File: src/rtl/count_monitor_4.sv
// count_monitor_4: observes a 2-bit enable-gated wrap-around counter, decodes it,
// pulses carry on legal 3->0 wraps, flags step violations and tallies wraps.
`default_nettype none

module count_monitor_4 #(
    parameter int WRAP_W = 8
) (
    input  logic              clk,
    input  logic              r,
    input  logic              en,
    input  logic              q0,
    input  logic              q1,
    input  logic              clr,
    output logic [3:0]        sel,
    output logic              carry,
    output logic              err,
    output logic [WRAP_W-1:0] wraps
);

    typedef enum logic [1:0] {
        PRIME = 2'd0,
        TRACK = 2'd1,
        FAULT = 2'd2
    } state_t;

    state_t      state;
    logic [1:0]  q_prev;
    logic        en_prev;

    logic [1:0]  cur;
    logic [1:0]  exp_q;
    logic        is_wrap;
    logic        wraps_full;

    assign cur        = {q1, q0};
    assign exp_q      = en_prev ? q_prev + 2'd1 : q_prev;
    assign is_wrap    = en_prev && (q_prev == 2'd3);
    assign wraps_full = &wraps;

    always_ff @(posedge clk or negedge r) begin
        if (!r) begin
            state   <= PRIME;
            q_prev  <= 2'd0;
            en_prev <= 1'b0;
            sel     <= 4'b0000;
            carry   <= 1'b0;
            err     <= 1'b0;
            wraps   <= '0;
        end else begin
            q_prev  <= cur;
            en_prev <= en;
            sel     <= 4'b0001 << cur;
            carry   <= 1'b0;
            case (state)
                PRIME: begin
                    state <= TRACK;
                    if (clr) begin
                        err   <= 1'b0;
                        wraps <= '0;
                    end
                end
                TRACK: begin
                    if (cur != exp_q) begin
                        // A violation beats a simultaneous clr for err/state.
                        state <= FAULT;
                        err   <= 1'b1;
                        if (clr) begin
                            wraps <= '0;
                        end
                    end else begin
                        if (is_wrap) begin
                            carry <= 1'b1;
                        end
                        if (clr) begin
                            err   <= 1'b0;
                            wraps <= '0;
                        end else if (is_wrap && !wraps_full) begin
                            wraps <= wraps + 1'b1;
                        end
                    end
                end
                FAULT: begin
                    if (clr) begin
                        state <= PRIME;
                        err   <= 1'b0;
                        wraps <= '0;
                    end
                end
                default: begin
                    state <= PRIME;
                end
            endcase
        end
    end

endmodule

`default_nettype wire

File: config.mk
export PLATFORM = sky130hd
export DESIGN_NAME = count_monitor_4
export DESIGN_NICKNAME = d
export VERILOG_FILES = /design/src/rtl/count_monitor_4.sv
export SDC_FILE = /design/constraint.sdc
export NUM_CORES = 1
export LEC_CHECK = 0
export CORE_MARGIN = 10
export CORE_UTILIZATION = 48
export CTS_CLUSTER_DIAMETER = 150
export DETAILED_ROUTE_END_ITERATION = 10
export GPL_TIMING_DRIVEN = 0
export PLACE_DENSITY = 0.74
export SYNTH_ARGS = -nofsm -noshare
export SYNTH_HDL_FRONTEND = slang
export SYNTH_SLANG_ARGS = --single-unit
File: constraint.sdc
create_clock -name clk -period 2.6 [get_ports clk]
set_input_delay 0.52 -clock clk [delete_from_list [all_inputs] [get_ports clk]]
set_output_delay 0.52 -clock clk [all_outputs]
set_load 0.01 [all_outputs]
* Yosys cells after proc, flatten, opt, wreduce, memory -nomap -nowiden
Index checks and enable logic that the tools add are counted.
W data, S select, Z words.
** Cells by class
- Add/sub/neg operators :: 2
- Equality and inequality tests :: 7
- Shift operators :: 1
- Mux-type cells :: 15
- Reduce and logical (&&, ||, !) cells :: 9
** Operator list (count)
- $mux W8 :: 4
- $pmux W8 S2 :: 1
- $add A8 B1 Y8 const B :: 1
- $reduce_and A8 Y1 :: 1
- $mux W2 :: 3
- $pmux W2 S3 :: 1
- $mux W1 :: 5
- $eq A2 B2 Y1 const B :: 2
- $ne A2 B2 Y1 const B :: 2
- $ne A4 B4 Y1 const B :: 1
- $reduce_and A2 Y1 :: 2
- $shl A1 B2 Y4 const A :: 1
- $add A2 B1 Y2 const B :: 1
- $eq A2 B1 Y1 const B :: 1
- $logic_and A1 B1 Y1 :: 2
- $logic_not A2 Y1 :: 1
- $ne A2 B2 Y1 :: 1
- $pmux W1 S2 :: 1
- $reduce_bool A2 Y1 :: 1
- $reduce_or A2 Y1 :: 1
- $logic_not A1 Y1 :: 1
** Word-level totals
- Register bits :: 19
- Input bits :: 6
- Word-level logic and storage cells :: 41

* Logic depth before layout (Yosys ltp)
- Depth in word-level cells :: 7
- Depth in mapped cells :: 7
- Gate-level depth less buffers :: 6

* Least setup slack after synthesis
Ideal clock, no wire load.
- Path type :: register -> register
- From :: register q_prev[0]
- To :: register wraps[7]
- Setup time :: 78 ps
- Data arrival time :: 1809 ps
- Required time :: 2522 ps
- Path slack :: 714 ps
- Cell stages (with the launch flop) :: 8
- Path buffers :: 1
- Path through :: dfrtp_1 -> ha_1 -> xor2_1 -> nor3b_2 -> o2111ai_2 -> buf_6 -> or3_1 -> a21oi_1
** Between the ends
- Word-level cells in the longest chain between the ends :: 5
- Elaborated cells on any way between the ends :: 10
- Those cells by class :: 1 x add/sub; 3 x eq/ne; 3 x mux; 3 x reduce/logical
** RTL lines
- start: declaration :: line 27 : logic [1:0] q_prev;
- start signal: assignment :: line 50 : q_prev <= cur;
- $add A2 B1 Y2 / $eq A2 B2 Y1 (equally long branches) :: line 36, 37
- $mux W2 / $logic_and A1 B1 Y1 (equally long branches) :: line 36, 37
- $ne A2 B2 Y1 / $logic_and A1 B1 Y1 (equally long branches) :: line 63, 77
- $ne A4 B4 Y1 (no line) / $mux W8 (equally long branches)
- $reduce_and A2 Y1 (no line) / $pmux W8 S2 (equally long branches)
- end signal: assignment :: line 78 : wraps <= wraps + 1'b1;
- end: declaration :: line 17 : output logic [WRAP_W-1:0] wraps
Parallel ways exist; a longest one is shown, timed or not.
A chain may end at the register's enable or synchronous reset.

* Worst setup path after layout
- From :: input q0
- To :: register wraps[7]
** Between the ends
- Word-level cells in the longest chain between the ends :: 3
- Elaborated cells on any way between the ends :: 5
- Those cells by class :: 2 x eq/ne; 2 x mux; 1 x reduce/logical
** RTL lines
- start: declaration :: line 11 : input logic q0,
- $ne A2 B2 Y1 * :: line 63 : if (cur != exp_q) begin
- $ne A4 B4 Y1 (no line) / $mux W8 (equally long branches)
- $reduce_and A2 Y1 (no line) / $pmux W8 S2 (equally long branches)
Mark *: on every way between the ends. The rest lies on a longest branch, timed or not.

==> metrics.txt <==
CP Launch Type primary input; Post-Syn Nets 93; Worst Setup EP wraps[7]; run status complete, no violations; postcts setup bufs 0; first-pass GRT wire length 3.22 mm; Worst R2R Start q_prev[1]; total number of vias ~720; Worst-Skew Late Latency about 300 ps; VDD IR max around 470 uV; Slew @ Worst Pin between 800 and 900 ps; Leak around 0.50 nW; hold_buf cts 0; Post-Syn Area 906 sq um; Clock Tree Root clkbuf_4; die width between 60 and 70 um; DRC errors left 0; fin util between 60% and 70%; sw power roughly 0.00020 W; count leader, synth dfrtp_1; Synth warnings 0; Seq/Total Area, Yosys about 52%; Worst path max stage delay between 400 and 500 ps; Setup Skew a little under 7 ps; highest clock rate approximately 0.46 GHz; Synth Register Bits 19; deepest clock path buffer count 2; CTS tree built; CP required around 2800 ps; # IOs 20; Worst slew margin roughly 45%; largest net degree at the start of global routing 20; number of synthesized flops with an enable pin 0; Final period util 82.8%; share of Yosys cell area claimed by the top area cell type 52.5%; Final #Nets roughly 120; WS Path Type primary input to flop; Distinct cells, synth 31; R2R setup slack about 560 ps; Crit-path slowest cell clkdlybuf4s50_1; post_cts resized 0; antenna cells 0; share of layout cells above drive strength 1 between 7 and 8%; level count of the clock H-tree 1; synth cell count leaders dfrtp_1, a21oi_1; Clock Sinks 19; Multi-input gate area roughly 400 sq um; internal power 0.000471 W; gr ovfl total 0; Final min period about 2200 ps; Antenna Nets Post-Route 0; top cells by area, synth dfrtp_1, a21oi_1, or3_1, xor2_1, ha_1; Comb power frac around a quarter; FF/Latch Area around 480 sq um; port buffer count 19; RSZ-0062 raised after global routing no; Avg Cell Area, Syn around 11 sq um; Sw Share a little under a third; cell accounting for the most synthesized area dfrtp_1; Worst Path Max Fanout 10; Initial DRC Count 4; Total Wirelength around 1.9 mm; via density per instance between 5 and 6; TritonRoute pass-1 iters 4; initial antenna violation count 0; WL per Instance roughly 14 um; Seq pwr share 51.8%; final count of negative-setup-slack endpoints 0; die area between 4000 and 5000 sq um; max_cap viols 0; DP HPWL roughly 1.4 mm; worst min path class flop to flop; core area 1760 sq um; r2r worst-path depth 7; Post-Route Setup TNS 0 ps; initial core utilization between 50% and 60%; Clock Pin Slew Worst Setup and Hold Paths roughly 110 ps; Final Hold Viols 0; Num CTS Buffers 3; proportion of power drawn by the clock network approximately 22%; Die H between 60 and 70 um; crit-path cells clkdlybuf4s50_1 -> xnor2_1 -> nor3b_2 -> o2111ai_2 -> buf_6 -> or3_1 -> a21oi_1; count of final max-slew check failures 0; GPL Wtd Cong about 0.8; Worst Hold Margin ~540 ps; top_reg_cell synth dfrtp_1; crit end category flop; Fillers around 160; WP data arrival between 2000 and 2500 ps; ys async rst share 100%; synth-to-layout area growth 27.3%; Power Density between 500 and 600 nW/um^2; number of global-route vias before repair roughly 710; row cnt 15; CP Launch Point q0; Cells after Synth 85; Global Route Usage Sum between 9 and 10%; FF-to-FF End wraps[7]
cells in the final DEF (no fill, tap or decap):
master	instances
nand2_1	3
and4_1	1
xnor2_1	1
clkbuf_4	3
and2b_1	1
mux2i_1	1
nor3_1	1
or2_1	1
dfrtp_1	19
o2111ai_2	1
nor4b_1	2
nor2_1	5
buf_6	1
and2_1	2
nand3_1	5
a21o_1	2
nor3b_2	2
nor2b_1	1
a21oi_1	8
buf_2	1
nand4_1	2
or3_1	5
clkdlybuf4s50_1	19
ha_1	2
inv_1	3
nand3b_1	1
xor2_1	3
and4b_1	1
a41oi_1	1
and3_1	2
a21boi_0	1
o21ai_0	5
clkbuf_1	2
power by group through the flow:
stage / combinational (W) / clock, W / sequential [W]
after floorplan: 0.000104 / 0 / 0.000359
after global placement: 0.000173 / 0 / 0.000354
after detailed placement: 0.000178 / 0 / 0.000355
after CTS: 0.000178 / 0.000151 / 0.000349
after global routing: 0.000196 / 0.000166 / 0.000355
final: 0.000175 / 0.000149 / 0.000349
per-layer routing:
| layer | vias to the layer above | GRT usage [%] | part of all wire (%) | routed length [um] |
|---|---|---|---|---|
| met2 | 16 | 16.1 | 48 | 892 |
| met3 | 4 | 3.36 | 5.7 | 106 |
| li1 | 351 | - | - | - |
| met1 | 344 | 10.8 | 45 | 826 |
| met4 | 0 | 4.10 | 1.7 | 31 |
| met5 | - | 0 | 0 | 0 |
registers in the layout, summed over array words and instances, names as in the netlist:
register and cells:
en_prev 1, err 1, state 2, q_prev 2, wraps 8, sel 4, carry 1
kinds of logic (layout without fill, tap and decap cells):
kind of cell             Yosys count  after routing  share of synthesized area [%]
flip-flops                        19             19                           52.5
XOR/XNOR                           4              4                           3.87
AND/OR/NAND/NOR                   35             35                           24.0
AO/OA/AOI/OAI                     18             18                           12.3
adder cells (fa/ha/maj)            2              2                           2.76
multiplexers                       1              1                           1.11
buffers and inverters              6             29                           3.45
worst max-delay path: cells and delay by family:
kind                      cells  cell delay (ps)
AOI/OAI and AO/OA             2              310
xor gates and xnor gates      1              280
buffers and inverters         2              670
and+or+nand+nor               2              610
worst min path at each step:
| stage | startpoint | to | depth (start not counted) |
|---|---|---|---|
| 2_1_floorplan | r | carry | 0 |
| 5_1_grt | state[1] | state[0] | 1 |
| 6_report | state[1] | state[0] | 1 |
| 3_5_place_dp | state[1] | state[0] | 1 |
| 3_3_place_gp | state[1] | state[0] | 1 |
| 4_1_cts | state[1] | state[0] | 1 |
metrics by stage:
stage | std cells | worst slack, ps | power [W] | area (sq um)
3_5_place_dp | 129 | 141 | 0.000533 | 1130
6_report | 133 | 446 | 0.000674 | 1150
3_3_place_gp | 129 | 170 | 0.000527 | 1130
2_1_floorplan | 85 | 714 | 0.000463 | 906
5_1_grt | 133 | 342 | 0.000717 | 1150
4_1_cts | 133 | 448 | 0.000678 | 1150
layout make-up:
type / count / area share [%]
sequential: 19 / 41.2
multi-input combinational: 60 / 34.6
timing repair buffer: 19 / 16.5
tap: 25 / 2.71
clock buffer: 4 / 2.28
buffer: 3 / 1.74
inverter: 3 / 0.976
No activity file was read; power rests on OpenSTA's default activity.
==> RTL edit 1 (config.mk and constraints unchanged) <==
Set the parameter `WRAP_W` to 10 (it was 8).
--- a/src/rtl/count_monitor_4.sv
+++ b/src/rtl/count_monitor_4.sv
@@ -4,5 +4,5 @@
 
 module count_monitor_4 #(
-    parameter int WRAP_W = 8
+    parameter int WRAP_W = 10
 ) (
     input  logic              clk,
Ports: changed (resized wraps); port bits go from 20 to 22. No check against the original RTL was run, so the function may have changed too.
==> RTL edit 1 against the original RTL <==
Wire length increased by 26%; first-iteration DRC count grew to 11 times the old value; worst setup slack worse by 98 ps; sequential cell count grew 2; final cell count increased by 17%; synthesized area is 17% higher; final area grew 15%; power grew 11%; synthesized cell count is 22% higher; critical endpoint is now wraps[4]$_DFFE_PN0P_; largest cell class unchanged.
==> RTL edit 1: results (changes against the original RTL) <==
Reg-to-Reg Start: q_prev[0]$_DFF_PN0_
n_diodes: 0 (unchanged)
worst skew pair latency: 290 ps
Num CTS Buffers: 3 (unchanged)
CP max FO: 10 (unchanged)
Reg-to-Reg End: wraps[4]$_DFFE_PN0P_
pin count of the biggest net entering global routing: 22 (+10%)
drt first pass iters: 4 (unchanged)
Synth cell types: 37 (+19%)
biggest regs: wraps: 10 flops, sel: 4 flops
YS warnings: 0 (unchanged)
Leakage: 0.000533 uW (+6.9%)
H-tree depth: 1 (unchanged)
HPWL Detailed: 1830 um (+27%)
sequential share of the synthesized area: 0.496 (-0.0284)
# port buffers: 21 (+2)
Post-CTS Setup Inserts: 0 (unchanged)
1st-iter DRT viols: 44 (+40)
max_slew headroom: 0.393 (-0.0532)
CP max stage delay: 510 ps (+20 ps)
gpl congestion: 0.801 (-0.21%)
Avg WL per Cell: 15.0 um (+7.4%)
reg2reg path depth: 7 (unchanged)
first-pass GRT wire length: 4000 um (+24%)
Slowest-stage cell, CP: clkdlybuf4s50_1
initial antenna violation count: 0 (unchanged)
hold path endpoint: state[0]$_DFFE_PN0P_
r2r setup slk: 470 ps (-90 ps)
status: completed
hold path startpoint: state[0]$_DFFE_PN0P_
crit-path leading delay family: simple AND/OR/NAND/NOR gates
nets: 138 (+18%)
Hold WC Path Type: reg2reg
peak supply drop: 0.365 mV (-23%)
layout cells sized above 1: 0.0775 (+0.00345)
clock root cell: clkbuf_4
Fill cells: 169 (+3.7%)
vias in the first global route: 863 (+22%)
Area contributors post-synth: dfrtp_1 (50%), a21oi_1 (4.3%), nand2_1 (3.5%), or3_1 (3.0%), o21ai_0 (2.8%)
total track usage: 0.113 (+0.0161)
worst clock skew: 4.68 ps (-2.23 ps)
Post-synth top cells: dfrtp_1 (21), nand2_1 (10), a21oi_1 (9), nor2_1 (7), o21ai_0 (6)
vias per inst: 5.72 (+6.4%)
asr flop ratio synth: 1.00 (unchanged)
syn_nets: 112 (+20%)
CP arrival: 2480 ps (+100 ps)
clock tree buffer depth: 2 (unchanged)
cell count after placement: 152 (+18%)
average cell area after synthesis: 10.2 um^2 (-4.5%)
routed vias: 892 (+25%)
RTL edit 1: how the worst max path moves through the flow:
stage | start | cells past startpoint | to | slack [ps]
6_report | q0 | 7 | wraps[4]$_DFFE_PN0P_ | 350
5_1_grt | q0 | 7 | wraps[9]$_DFFE_PN0P_ | 150
2_1_floorplan | q_prev[0]$_DFF_PN0_ | 7 | wraps[8]$_DFFE_PN0P_ | 620
3_5_place_dp | q0 | 6 | wraps[1]$_DFFE_PN0P_ | 20
4_1_cts | q0 | 7 | wraps[4]$_DFFE_PN0P_ | 340
3_3_place_gp | q0 | 7 | wraps[4]$_DFFE_PN0P_ | 30
RTL edit 1: metal layers:
metal,track usage,vias up,wire length [um]
met3,0.0435,4,193
met5,0,-,0
met4,0.0462,0,24
li1,-,431,-
met2,0.172,28,1110
met1,0.138,429,1010
RTL edit 1: cells by family after synthesis:
kind of cell             Yosys count  synth area share
multiplexers                       1           0.00946
AO/OA/AOI/OAI                     26             0.170
flip-flops                        21             0.496
buffers and inverters              6            0.0284
XOR/XNOR                           4            0.0402
adder cells (fa/ha/maj)            2            0.0236
AND/OR/NAND/NOR                   44             0.232
RTL edit 1: area by class of cell:
cell class                      count  area, um^2  area share
Buffer                              3        18.8      0.0141
Clock buffer                        4        26.3      0.0198
Inverter                            3        11.3     0.00847
Multi-Input combinational cell     77         503       0.379
Sequential cell                    21         526       0.395
Tap cell                           27        33.8      0.0254
Timing Repair Buffer               21         210       0.158
RTL edit 1: power by group:
| group | internal [uW] | switching (uW) | total [uW] |
|---|---|---|---|
| sequential | 358 | 28.0 | 386 |
| combinational | 89.3 | 117 | 207 |
| clock | 59.7 | 91.7 | 151 |
| total | 507 | 237 | 744 |
RTL edit 1: stage by stage:
step                power (uW)  hold slack [ps]  worst slack, ps  cell area (um^2)
floorplan                  518              224              619              1060
global route               801              615              149              1330
detailed placement         599              552             23.6              1300
global placement           591              536             30.4              1300
finish                     744              573              348              1330
CTS                        751              570              344              1330
==> RTL edit 2 (config.mk and constraints unchanged) <==
Made on the original files. Put one more register stage on the output `sel`, without a reset. The value now appears one clock later. The other outputs are not delayed to match.
--- a/src/rtl/count_monitor_4.sv
+++ b/src/rtl/count_monitor_4.sv
@@ -24,4 +24,6 @@
     } state_t;
 
+    logic [3:0] sel_s0;
+
     state_t      state;
     logic [1:0]  q_prev;
@@ -43,5 +45,5 @@
             q_prev  <= 2'd0;
             en_prev <= 1'b0;
-            sel     <= 4'b0000;
+            sel_s0  <= 4'b0000;
             carry   <= 1'b0;
             err     <= 1'b0;
@@ -50,5 +52,5 @@
             q_prev  <= cur;
             en_prev <= en;
-            sel     <= 4'b0001 << cur;
+            sel_s0  <= 4'b0001 << cur;
             carry   <= 1'b0;
             case (state)
@@ -94,4 +96,8 @@
     end
 
+    always_ff @(posedge clk) begin
+        sel <= sel_s0;
+    end
+
 endmodule
 
Behaviour: not the same (a bounded check fails within 4 cycles, from zero or initial values).
==> RTL edit 2 against the original RTL <==
Die area increased by 12%; final area increased by 15%; largest power group unchanged; highest routed layer unchanged; core utilization decreased by 4.4 points; power increased by 16%; via count increased by 21%; synthesized area increased by 18%; first-iteration DRC count increased to 14 times the old value; worst setup slack got worse by 3.4 ps; sequential cell count increased by 4; global-route usage increased by 1.2 points; largest cell class unchanged; wire length increased by 24%; count of clock-buffer cells in the layout decreased by 1; sequential share of layout area increased by 0.79 points.
==> RTL edit 2: results (changes against the original RTL) <==
status: completed
layout cells sized above 1: 0.106 (+0.0316)
n_diodes: 0 (unchanged)
asr flop ratio synth: 0.826 (-0.174)
1st-iter DRT viols: 57 (+53)
HPWL Detailed: 1730 um (+19%)
worst clock skew: 13.6 ps (+6.66 ps)
Reg-to-Reg End: wraps[7]$_DFFE_PN0P_
drt first pass iters: 4 (unchanged)
H-tree depth: 1 (unchanged)
Post-CTS Setup Inserts: 0 (unchanged)
vias in the first global route: 805 (+14%)
first-pass GRT wire length: 3800 um (+18%)
Leakage: 0.000578 uW (+16%)
internal power: 534 uW (+13%)
r2r setup slk: 630 ps (+70 ps)
Synth cell types: 47 (+52%)
syn_nets: 108 (+16%)
biggest regs: wraps: 8 flops, sel: 4 flops, sel_s0: 4 flops
peak supply drop: 0.430 mV (-8.8%)
CP arrival: 2350 ps (-30 ps)
total track usage: 0.108 (+0.0115)
Post-synth top cells: dfrtp_1 (19), nand2_1 (9), a21oi_1 (6), o21ai_0 (6)
Area contributors post-synth: dfrtp_1 (45%), dfxtp_1 (7.5%), nand2_1 (3.2%), a21oi_1 (2.8%), o21ai_0 (2.8%)
nets: 132 (+13%)
worst skew pair latency: 310 ps
hold path startpoint: sel_s0[0]$_DFF_PN0_
reg2reg path depth: 6 (-1)
final WL: 2310 um (+24%)
Hold Path Cell Cnt: 0 (-1)
Reg-to-Reg Start: wraps[0]$_DFFE_PN0P_
CP max FO: 7 (-3)
hold path endpoint: sel[0]$_DFF_P_
max_slew headroom: 0.435 (-0.0115)
gpl congestion: 0.794 (-1.1%)
routed vias: 863 (+21%)
sequential share of the synthesized area: 0.521 (-0.00435)
RTL edit 2: metal layers:
metal	GRT usage	wire length [um]	vias to the layer above
li1	-	-	421
met1	0.137	1030	416
met2	0.169	1090	24
met3	0.0215	153	2
met4	0.0590	26	0
met5	0	0	-
RTL edit 2: worst max-delay path by stage:
| stage | startpoint | end | slack (ps) | depth (start not counted) |
|---|---|---|---|---|
| CTS | q1 | wraps[7]$_DFFE_PN0P_ | 450 | 6 |
| global route | q1 | wraps[7]$_DFFE_PN0P_ | 320 | 6 |
| global placement | q1 | wraps[7]$_DFFE_PN0P_ | 180 | 6 |
| finish | q1 | wraps[7]$_DFFE_PN0P_ | 440 | 6 |
| detailed placement | q1 | wraps[7]$_DFFE_PN0P_ | 140 | 6 |
| floorplan | q_prev[0]$_DFF_PN0_ | wraps[3]$_DFFE_PN0P_ | 810 | 6 |
RTL edit 2: final cells by class:
| cell class | count | area (um^2) |
|---|---|---|
| Fill cell | 189 | 847 |
| Timing Repair Buffer | 19 | 190 |
| Buffer | 2 | 8.76 |
| Clock buffer | 3 | 22.5 |
| Sequential cell | 23 | 556 |
| Inverter | 3 | 11.3 |
| Multi-Input combinational cell | 72 | 492 |
| Tap cell | 28 | 35.0 |
| Clock inverter | 1 | 7.51 |
RTL edit 2: per-stage QoR:
| stage | std cells | worst slack (ps) | hold slack, ps | cell area (um^2) | power (uW) |
|---|---|---|---|---|---|
| finish | 151 | 443 | 356 | 1320 | 779 |
| global route | 151 | 321 | 370 | 1320 | 834 |
| CTS | 151 | 445 | 360 | 1320 | 787 |
| detailed placement | 147 | 136 | 330 | 1290 | 620 |
| global placement | 147 | 179 | 326 | 1290 | 616 |
| floorplan | 100 | 812 | 224 | 1070 | 547 |
RTL edit 2: cell families (layout without fill, tap and decap cells):
| group | Yosys count | count (layout) | share of synthesized area |
|---|---|---|---|
| and+or+nand+nor | 37 | 37 | 0.210 |
| AOI/OAI and AO/OA | 29 | 29 | 0.188 |
| DFF | 23 | 23 | 0.521 |
| buffers and inverters | 5 | 28 | 0.0187 |
| xor gates and xnor gates | 4 | 4 | 0.0399 |
| adders and majority gates | 2 | 2 | 0.0234 |
RTL edit 2: critical path, stage by stage:
cell and delay [ps]:
clkdlybuf4s50_1 610, xor2_1 150, nor4_1 530, o21bai_1 170
xnor2_1 150, a32o_1 220
RTL edit 2: power by group through the flow:
stage / combinational [uW] / clock (uW) / sequential, uW
2_1_floorplan: 131 / 0 / 417
3_3_place_gp: 204 / 0 / 412
3_5_place_dp: 207 / 0 / 413
4_1_cts: 208 / 174 / 406
5_1_grt: 233 / 190 / 411
6_report: 208 / 166 / 406
